## config.mk

```make
export PLATFORM = sky130hd
export DESIGN_NAME = uart_rx
export DESIGN_NICKNAME = d
export VERILOG_FILES = /design/src/rtl/uart_pkg.sv /design/src/rtl/rx_sync.sv /design/src/rtl/uart_rx.sv
export SDC_FILE = /design/constraint.sdc
export NUM_CORES = 1
export LEC_CHECK = 0
export CAP_MARGIN = 20
export CORE_ASPECT_RATIO = 1.1
export CORE_MARGIN = 3
export CORE_UTILIZATION = 33
export DETAILED_ROUTE_END_ITERATION = 8
export GPL_TIMING_DRIVEN = 0
export HOLD_SLACK_MARGIN = 0.1
export PLACE_DENSITY = 0.55
export SKIP_LAST_GASP = 1
export SLEW_MARGIN = 20
export SYNTH_ARGS = -nofsm -noshare
export SYNTH_HDL_FRONTEND = slang
export SYNTH_SLANG_ARGS = --single-unit
```

## constraint.sdc

```tcl
create_clock -name clk -period 2.8 [get_ports clk]
set_clock_uncertainty 0.15 [all_clocks]
set_input_delay 0.56 -clock clk [delete_from_list [all_inputs] [get_ports clk]]
set_output_delay 0.56 -clock clk [all_outputs]
set_load 0.05 [all_outputs]
```

## src/rtl/uart_pkg.sv

```systemverilog
`default_nettype none
// ============================================================================
//  Module      : uart_pkg
//  Description : Shared UART definitions (FSM state encoding, data width,
//                default bit period) used by the receiver and transmitter.
//  Revision    : 1.0 - initial release
// ============================================================================
package uart_pkg;

  // Serial frame state machine encoding, shared by RX and TX
  typedef enum logic [1:0] {
    ST_IDLE  = 2'd0,
    ST_START = 2'd1,
    ST_DATA  = 2'd2,
    ST_STOP  = 2'd3
  } uart_state_e;

  // Payload bits per frame (8N1)
  localparam int DATA_BITS = 8;

  // 100 MHz system clock / 115200 baud
  localparam int DEFAULT_CLKS_PER_BIT = 868;

endpackage : uart_pkg
`default_nettype wire

```

## src/rtl/rx_sync.sv

```systemverilog
`default_nettype none
// ============================================================================
//  Module      : rx_sync
//  Description : Two-flop synchronizer for the asynchronous serial line.
//                Both stages reset to 1 so the line reads idle out of reset.
//  Revision    : 1.0 - initial release
// ============================================================================
module rx_sync (
  input  logic clk,
  input  logic rst,
  input  logic d,
  output logic q
);

  logic meta_q;
  logic meta_d;
  logic sync_q;
  logic sync_d;

  // Next-state: shift the raw line through the two stages
  always_comb begin
    meta_d = d;
    sync_d = meta_q;
  end

  // Synchronizer flops, idle-high reset
  always_ff @(posedge clk) begin
    if (rst) begin
      meta_q <= 1'b1;
      sync_q <= 1'b1;
    end else begin
      meta_q <= meta_d;
      sync_q <= sync_d;
    end
  end

  assign q = sync_q;

endmodule : rx_sync
`default_nettype wire

```

## src/rtl/uart_rx.sv

```systemverilog
`default_nettype none
// ============================================================================
//  Module      : uart_rx
//  Description : 8N1 UART receiver with mid-bit sampling, a single holding
//                register with valid/ack handshake, frame-error and overrun
//                pulses.
//  Revision    : 1.0 - initial release
// ============================================================================
module uart_rx
  import uart_pkg::*;
#(
  parameter int CLKS_PER_BIT = DEFAULT_CLKS_PER_BIT
) (
  input  logic                 clk,
  input  logic                 rst,
  input  logic                 en,
  input  logic                 rx,
  input  logic                 rx_ack,
  output logic [DATA_BITS-1:0] rx_data,
  output logic                 rx_valid,
  output logic                 rx_busy,
  output logic                 rx_frame_err,
  output logic                 rx_overrun
);

  localparam int CNT_W = $clog2(CLKS_PER_BIT);
  localparam int IDX_W = $clog2(DATA_BITS);

  // Counter terminal values: half period for the start bit, full period after
  localparam logic [CNT_W-1:0] HALF_M1  = CNT_W'(CLKS_PER_BIT / 2 - 1);
  localparam logic [CNT_W-1:0] FULL_M1  = CNT_W'(CLKS_PER_BIT - 1);
  localparam logic [IDX_W-1:0] LAST_IDX = IDX_W'(DATA_BITS - 1);

  logic rx_s;

  uart_state_e           state_q,     state_d;
  logic [CNT_W-1:0]      cnt_q,       cnt_d;
  logic [IDX_W-1:0]      bit_idx_q,   bit_idx_d;
  logic [DATA_BITS-1:0]  shift_q,     shift_d;
  logic                  rx_prev_q,   rx_prev_d;
  logic                  cmpl_ok_q,   cmpl_ok_d;
  logic                  cmpl_bad_q,  cmpl_bad_d;
  logic [DATA_BITS-1:0]  rx_data_q,   rx_data_d;
  logic                  rx_valid_q,  rx_valid_d;
  logic                  rx_busy_q,   rx_busy_d;
  logic                  rx_ferr_q,   rx_ferr_d;
  logic                  rx_ovr_q,    rx_ovr_d;

  rx_sync u_rx_sync (
    .clk (clk),
    .rst (rst),
    .d   (rx),
    .q   (rx_s)
  );

  // Next-state logic: frame FSM, baud counter, shifter and output holding stage
  always_comb begin
    state_d    = state_q;
    cnt_d      = cnt_q;
    bit_idx_d  = bit_idx_q;
    shift_d    = shift_q;
    rx_prev_d  = rx_s;
    cmpl_ok_d  = 1'b0;
    cmpl_bad_d = 1'b0;
    rx_data_d  = rx_data_q;
    rx_valid_d = rx_valid_q;
    rx_ferr_d  = 1'b0;
    rx_ovr_d   = 1'b0;

    if (!en) begin
      // Disabled: drop any partial frame and pending completion, keep rx_data
      state_d    = ST_IDLE;
      cnt_d      = '0;
      bit_idx_d  = '0;
      rx_valid_d = 1'b0;
    end else begin
      // Completion is applied one edge after the stop-bit sample
      if (cmpl_ok_q) begin
        rx_data_d  = shift_q;
        rx_valid_d = 1'b1;
        rx_ovr_d   = rx_valid_q & ~rx_ack;
      end else if (rx_valid_q && rx_ack) begin
        rx_valid_d = 1'b0;
      end
      rx_ferr_d = cmpl_bad_q;

      case (state_q)
        ST_IDLE: begin
          cnt_d     = '0;
          bit_idx_d = '0;
          if (rx_prev_q && !rx_s) begin
            state_d = ST_START;
          end
        end

        ST_START: begin
          if (cnt_q == HALF_M1) begin
            cnt_d = '0;
            // A line already back high at mid start bit is a glitch
            state_d = rx_s ? ST_IDLE : ST_DATA;
          end else begin
            cnt_d = cnt_q + CNT_W'(1);
          end
        end

        ST_DATA: begin
          if (cnt_q == FULL_M1) begin
            cnt_d   = '0;
            shift_d = {rx_s, shift_q[DATA_BITS-1:1]};
            if (bit_idx_q == LAST_IDX) begin
              bit_idx_d = '0;
              state_d   = ST_STOP;
            end else begin
              bit_idx_d = bit_idx_q + IDX_W'(1);
            end
          end else begin
            cnt_d = cnt_q + CNT_W'(1);
          end
        end

        ST_STOP: begin
          if (cnt_q == FULL_M1) begin
            cnt_d      = '0;
            state_d    = ST_IDLE;
            cmpl_ok_d  = rx_s;
            cmpl_bad_d = ~rx_s;
          end else begin
            cnt_d = cnt_q + CNT_W'(1);
          end
        end

        default: begin
          state_d = ST_IDLE;
          cnt_d   = '0;
        end
      endcase
    end

    rx_busy_d = (state_d != ST_IDLE);
  end

  // State and output registers with synchronous reset
  always_ff @(posedge clk) begin
    if (rst) begin
      state_q    <= ST_IDLE;
      cnt_q      <= '0;
      bit_idx_q  <= '0;
      shift_q    <= '0;
      rx_prev_q  <= 1'b1;
      cmpl_ok_q  <= 1'b0;
      cmpl_bad_q <= 1'b0;
      rx_data_q  <= '0;
      rx_valid_q <= 1'b0;
      rx_busy_q  <= 1'b0;
      rx_ferr_q  <= 1'b0;
      rx_ovr_q   <= 1'b0;
    end else begin
      state_q    <= state_d;
      cnt_q      <= cnt_d;
      bit_idx_q  <= bit_idx_d;
      shift_q    <= shift_d;
      rx_prev_q  <= rx_prev_d;
      cmpl_ok_q  <= cmpl_ok_d;
      cmpl_bad_q <= cmpl_bad_d;
      rx_data_q  <= rx_data_d;
      rx_valid_q <= rx_valid_d;
      rx_busy_q  <= rx_busy_d;
      rx_ferr_q  <= rx_ferr_d;
      rx_ovr_q   <= rx_ovr_d;
    end
  end

  assign rx_data      = rx_data_q;
  assign rx_valid     = rx_valid_q;
  assign rx_busy      = rx_busy_q;
  assign rx_frame_err = rx_ferr_q;
  assign rx_overrun   = rx_ovr_q;

endmodule : uart_rx
`default_nettype wire
```

After elaboration in Yosys (flattened, before gate mapping)
Index checks and enable logic that the tools add are counted.
Storage, ports and cells
  logic and storage cells: 60
  input port bits: 5
  output and inout port bits: 12
  flip-flop bits (word level): 40
Cells by class
  mux-type cells: 16
  reductions and logical operators: 14
  equality and inequality tests: 7
  bitwise gates (word level): 7
  add/subtract/negate cells: 2
Operators with widths (number)
  case mux 10 bit (3 select lines): 1
  2-to-1 mux 10 bit: 2
  2-to-1 mux 2 bit: 7
  adder 10 x 1 -> 10 bit (second input constant): 1
  == test 10 bit (second input constant): 1
  == test 10 x 9 -> 1 bit (second input constant): 1
  case mux 2 bit (4 select lines): 1
  2-to-1 mux 3 bit: 2
  inverter 1 bit: 6
  case mux 3 bit (2 select lines): 1
  nonzero test 2 bit: 3
  == test 2 bit (second input constant): 2
  AND reduction 2 bit: 2
  OR reduction 2 bit: 2
  OR reduction 4 bit: 1
  adder 3 x 1 -> 3 bit (second input constant): 1
  == test 3 bit (second input constant): 1
  AND reduction 3 bit: 1
  OR reduction 3 bit: 1
  == test 2 x 1 -> 1 bit (second input constant): 1
  logical AND 1 bit: 2
  logical NOT 2 bit: 1
  2-to-1 mux 1 bit: 2
  != test 2 bit (second input constant): 1
  other kinds (2): 2

Depth between registers and ports, before layout
Gate-level depths: netlist of run 1.
  depth in word-level cells: 6
  depth in mapped cells: 6
  mapped depth without buffers: 6

Modules after synthesis
Synthesis of run 1 repeated with hierarchy kept, for this count alone.
Second synthesis, totals
  cell total of the unflattened synthesis: 172
  area, all modules: 1576.5 um^2
By module, submodules not included
  uart_rx: cells an instance 168, instances 1, area an instance 1524.0 um^2, sequential area each 760.7 um^2
  rx_sync: cells an instance 4, instances 1, area an instance 52.6 um^2, sequential area each 40.0 um^2

Worst setup path after synthesis of run 1
OpenSTA, ideal clock, no wires.
  kind: register -> register
  start point: reg cnt_q[2]
  end point: reg shift_q[0]
  path buffers: 0
  slack: 0.908 ns
  arrival: 1.615 ns
  data required time: 2.522 ns
  cell stages (with the launch flop): 5
  cell sequence: dfxtp_1 > or3b_4 > nor4_4 > mux2i_1 > nor2_1
Between the ends
  longest elaborated chain between the ends: 2
RTL lines
  start: declaration: RTL line uart_rx.sv:37  | logic [CNT_W-1:0] cnt_q, cnt_d;
  start signal: assignment: RTL line uart_rx.sv:159  | cnt_q <= cnt_d;
  == test 10 bit: RTL line uart_rx.sv:107  | if (cnt_q == FULL_M1) begin
  AND reduction 3 bit (no line)
  end signal: assignment: RTL line uart_rx.sv:161  | shift_q <= shift_d;
  end: declaration: RTL line uart_rx.sv:39  | logic [DATA_BITS-1:0] shift_q, shift_d;
No other way between the ends.
A chain may end at the register's enable or synchronous reset.

Final worst setup path of run 1
  start point: reg cnt_q[2]
  end point: reg cnt_q[8]
Between the ends
  longest elaborated chain between the ends: 3
  elaborated cells between the ends (all ways): 6
  those cells by class: add/sub (1); eq/ne (2); mux (3)
RTL lines
  adder 10 x 1 -> 10 bit, or another cell as far along: RTL line uart_rx.sv:102, uart_rx.sv:117, uart_rx.sv:128
  2-to-1 mux 10 bit, on equally long branches: RTL line uart_rx.sv:107, uart_rx.sv:122, uart_rx.sv:97
  case mux 10 bit (3 select lines) (*): RTL line uart_rx.sv:87  | case (state_q)
Every way passes the cells marked *; elsewhere a longest branch is shown, timed or not.

==> results of run 1 <==
per-stage QoR:
step / instance area (um2) / power [uW] / hold slack [ns] / cells / setup slack (ns)
after global placement: 1860 / 609 / 0.243 / 247 / 0.363
after detailed placement: 1860 / 609 / 0.242 / 247 / 0.383
final: 1950 / 986 / 0.260 / 255 / 0.630
after global routing: 1950 / 1020 / 0.289 / 255 / 0.485
after CTS: 1950 / 1000 / 0.261 / 255 / 0.638
after floorplan: 1630 / 597 / 0.239 / 175 / 0.908
logic make-up after synthesis:
group,count (synthesis),synth area share [%]
xor+xnor,8,4.30
buf+inv,11,3.38
mux,8,4.92
flops,40,49.2
simple gates,84,26.8
compound gates,20,8.37
fa+ha+maj,4,3.07
area by class of cell:
class / instances / area [um2] / area share (%)
Inverter: 4 / 15.0 / 0.770
Tap cell: 56 / 70.1 / 3.59
Buffer: 7 / 40.0 / 2.05
Clock buffer: 8 / 90.1 / 4.62
Sequential cell: 40 / 801 / 41.1
Timing Repair Buffer: 16 / 160 / 8.22
Multi-Input combinational cell: 124 / 773 / 39.7
per-layer routing:
layer / global-route usage [%] / vias up
met5: 0 / -
met4: 4.98 / 0
met3: 4.03 / 2
met2: 18.6 / 21
met1: 14.1 / 542
li1: - / 647
power breakdown:
| group | internal [uW] | switching, uW |
|---|---|---|
| clock | 201 | 190 |
| combinational | 9.98 | 13.0 |
| sequential | 571 | 1.24 |
path summary, 6_finish.rpt:
check / startpoint / end / slack [ns] / depth (start not counted)
worst max register to register: cnt_q[2] / cnt_q[8] / 0.63 / 4
worst min-delay path: u_rx_sync.meta_q / u_rx_sync.q / 0.26 / 1
worst min register to register: u_rx_sync.meta_q / u_rx_sync.q / 0.26 / 1
worst max-delay path: cnt_q[2] / cnt_q[8] / 0.63 / 4
state kept, by name (all words and copies together) (netlist names):
name / count
cnt_q: 10
bit_idx_q: 3
cmpl_bad_q: 1
rx_overrun: 1
cmpl_ok_q: 1
rx_valid: 1
rx_prev_q: 1
state_q: 2
u_rx_sync.meta_q: 1
u_rx_sync.q: 1
rx_frame_err: 1
rx_busy: 1
shift_q: 8
rx_data: 8
cells in the final DEF (no fill, tap or decap):
| cell | synthesis | routed |
|---|---|---|
| nand2b_1 | 4 | 4 |
| and2_1 | 2 | 2 |
| nor3_1 | 3 | 3 |
| o21ai_0 | 1 | 1 |
| a2bb2oi_4 | 1 | 1 |
| nand2_1 | 24 | 24 |
| clkdlybuf4s50_1 | 0 | 16 |
| or3_2 | 1 | 1 |
| clkbuf_4 | 1 | 1 |
| nand3b_1 | 1 | 1 |
| o21bai_1 | 1 | 1 |
| dfxtp_1 | 40 | 40 |
| nand3_1 | 6 | 6 |
| o31ai_1 | 2 | 2 |
| nor4_4 | 1 | 1 |
| mux2i_1 | 8 | 8 |
| or2_2 | 3 | 3 |
| clkbuf_1 | 5 | 7 |
| xnor2_1 | 3 | 3 |
| ha_1 | 4 | 4 |
| nor4_1 | 2 | 2 |
| xor2_1 | 5 | 5 |
| clkbuf_8 | 1 | 7 |
| or3b_2 | 1 | 1 |
| nand4_1 | 5 | 5 |
| or4_1 | 1 | 1 |
| or3b_4 | 1 | 1 |
| and4_2 | 1 | 1 |
| or4_4 | 1 | 1 |
| a21o_1 | 1 | 1 |
| a21oi_1 | 10 | 10 |
| a31oi_1 | 4 | 4 |
| nor4b_1 | 1 | 1 |
| nand4b_1 | 1 | 1 |
| nor2_1 | 23 | 23 |
| nor2b_1 | 2 | 2 |
| inv_1 | 4 | 4 |
==> results.yml, run 1 <==
worst_setup_path:
  cp.required_ns: 2.82
  critical_path_class: "register to register"
  critical_path.max_stage_delay_ns: 0.69
  worstPathArrival_ns: 2.19
  path_cells: "or3b_4 > nor3_1 > a2bb2oi_4 > nor2_1"
  slowest_stage: "nor3_1"
  cp-start-kind: "register"
  end_kind: "register"
  crit_buf_inv: 0
  path_max_fanout: 10
  critical-path-top-delay-family: "simple AND/OR/NAND/NOR gates"
route:
  met1_length_um: 1520
  drt_iter0_drc: 94
  drt-total-wl_um: 3030
  drcViolationCount: 0
  wl_met3_um: 126
  top_layer: "met4"
  via_per_inst: 4.75
  met2_length_um: 1360
  first_pass_iters: 4
  num_vias: 1212
  ant_nets: 0
  routedWlPerCell_um: 11.9
place:
  place_congestion: 0.788
  dp_hpwl_um: 2080
  io_buffers: 16
timing:
  rsz0062_at_grt: "no"
  worst_slew_pin_slew_ns: 0.815
  drv_slew: 0
  relSlewSlack_pct: 45.2
  finalHoldViolCount: 0
  finalWorstPathRequiredPeriod_ns: 2.17
  fmax_mhz: 461
  finalSetupViolations: 0
  setup_tns_ns: 0
  post-route-period-util_pct: 77.5
min_path:
  min_path_type: "register to register"
cts:
  cts_root_buffer: "clkbuf_8"
  cts_tree: "done"
  clk_pin_slew_ns: 0.07
  cts_resized: 0
  clock_path_buffers: 2
  post_cts_buffers: 0
  cts_sinks: 40
  clock_latency_ns: 0.28
  hold_buffers: 0
  htreeDepth: 2
  numCtsBuffers: 5
logic_synthesis:
  ys_seq_area_share_pct: 49.2
  syn_area_per_cell_um2: 9.31
  synth_top_area_cell: "dfxtp_1"
  synth_warnings: 0
  synth_ff_type: "dfxtp_1"
  synth-edff-count: 0
  yosysUniqueCellTypes: 36
  synth_top_area_share_pct: 49.2
  yosys-top-cells-area: "dfxtp_1, nand2_1, nor2_1"
  async_reset_ff_share_pct: 0
  yosysMostFrequentCell: "dfxtp_1"
  ys_ff_latch: 40
  syn-instance-count: 175
  ys_top_cells_by_count: "dfxtp_1, nand2_1, nor2_1, a21oi_1, mux2i_1"
  synth_nets: 184
  syn_area_um2: 1630
floorplanning:
  coreArea_um2: 4720
  ioPinCount: 17
  die_h_um: 79.7
  die_area_um2: 5820
  start_util_pct: 34.5
  fp-row-count: 26
  fp.dieW_um: 73.0
power_and_ir_drop:
  ir_drop_mv: 0.176
  power.leakage_uw: 0.000636
  power_density_nw_per_um2: 506
cells_and_area:
  finish.utilization_pct: 41.3
  nFillCells: 466
  layout-drive-gt1-share_pct: 9.05
  diodes: 0
  nets: 207
  area.growth.synth_to_final_pct: 19.7
global_route:
  antenna_found_initial: 0
  grt_pass1_wl_um: 5340
  grt_pass1_vias: 1223
  grt_max_degree: 12
  grt_use_total_pct: 11.7
  grt_overflow: 0
outcome:
  outcome: "finished, final reports clean"
flow_run:
  drv_cap: 0
Note: power is estimated with default switching activity, not from simulation.
==> inputs of run 2 (changes only) <==
clock period = 2.2 ns   (was 2.8 ns; I/O delays follow)
==> results.yml, run 2 (same netlist as run 1, synthesis figures left out) <==
cells_and_area:
  finish.utilization_pct: 41.8
  diodes: 0
  largest_reg_flops: 10
  nets: 209
  area.growth.synth_to_final_pct: 20.9
  layout-drive-gt1-share_pct: 10.4
  finalInstanceArea_um2: 1970
  final_common_cell: "dfxtp_1"
  top_register: "cnt_q"
  mostFrequentLayoutCells: "dfxtp_1, nand2_1, nor2_1"
worst_setup_path:
  cp-start-kind: "register"
  cp.required_ns: 2.22
  path_max_fanout: 10
  end_kind: "register"
  critical_path_class: "register to register"
  worstPathArrival_ns: 2.07
cts:
  hold_buffers: 0
  htreeDepth: 2
  cts_tree: "done"
  numCtsBuffers: 5
  clk_pin_slew_ns: 0.07
  clock_latency_ns: 0.29
  cts_root_buffer: "clkbuf_8"
  cts_sinks: 40
  clock_path_buffers: 2
global_route:
  grt_max_degree: 12
  antenna_found_initial: 0
  grt_pass1_vias: 1223
  grt_pass1_wl_um: 5340
  grt_overflow: 0
  grt_use_total_pct: 11.7
outcome:
  outcome: "finished, final reports clean"
timing:
  post-route-period-util_pct: 93.0
  finalHoldViolCount: 0
  setup_tns_ns: 0
  rsz0062_at_grt: "no"
  finalWorstPathRequiredPeriod_ns: 2.05
  drv_slew: 0
  relSlewSlack_pct: 66.4
  hold_ws_ns: 0.260
  worst_slew_pin_slew_ns: 0.503
  fmax_mhz: 489
  finalSetupViolations: 0
route:
  num_vias: 1228
  via_per_inst: 4.78
  drt_iter0_drc: 65
  drcViolationCount: 0
  drt-total-wl_um: 3040
  ant_nets: 0
  first_pass_iters: 6
  routedWlPerCell_um: 11.8
place:
  place_congestion: 0.788
  dp_hpwl_um: 2080
  io_buffers: 16
  place_area_um2: 1860
power_and_ir_drop:
  power.leakage_uw: 0.000647
  power_density_nw_per_um2: 638
  ir_drop_mv: 0.223
flow_run:
  drv_cap: 0
min_path:
  min_path_type: "register to register"
floorplanning:
  ioPinCount: 17
  start_util_pct: 34.5
  fp.dieW_um: 73.0
  die_h_um: 79.7
  die_area_um2: 5820
  coreArea_um2: 4720
  fp-row-count: 26
==> run 2: path summary, 6_finish.rpt <==
kind	startpoint	depth (start not counted)	slack, ns	end
worst min-delay path	u_rx_sync.meta_q	1	0.26	u_rx_sync.q
worst max-delay path	cnt_q[2]	4	0.15	cnt_q[8]
worst min register to register	u_rx_sync.meta_q	1	0.26	u_rx_sync.q
worst max register to register	cnt_q[2]	4	0.15	cnt_q[8]
==> run 2: repair_timing <==
item	4_1_cts	5_1_grt
buffers inserted	0	2
resized for setup	0	1
setup endpoints to repair	0	21
==> run 2: layout make-up <==
type	count	area, um2
Buffer	7	40.0
Clock buffer	8	90.1
Fill cell	466	2750
Inverter	4	15.0
Multi-Input combinational cell	124	778
Sequential cell	40	801
Tap cell	56	70.1
Timing Repair Buffer	18	175
==> run 2: per-layer routing <==
layer	wire, um	part of all wire [%]	vias up	global-route usage (%)
met3	124	4.1	6	4.03
met4	61	2.0	0	4.98
li1	-	-	653	-
met1	1520	50	550	14.1
met2	1330	44	19	18.6
met5	0	0	-	0
==> run 2: stage by stage <==
stage	cells	setup slack (ns)	power, uW
final	257	0.155	1260
after global routing	257	0.0175	1300
after CTS	255	0.0501	1280
after detailed placement	247	-0.0971	775
after global placement	247	-0.117	775
after floorplan	175	0.308	760
==> run 2: critical path, cell delays in order, from the launching register on <==
cell	delay (ns)
dfxtp_1	0.36
or3b_4	0.45
or4_4	0.57
a2bb2oi_4	0.31
nor2_1	0.08
==> run 2: report_power, final <==
group / total, uW / switching, uW / internal, uW
sequential: 728 / 1.59 / 727
combinational: 29.1 / 16.4 / 12.7
clock: 500 / 244 / 256
total: 1260 / 262 / 995
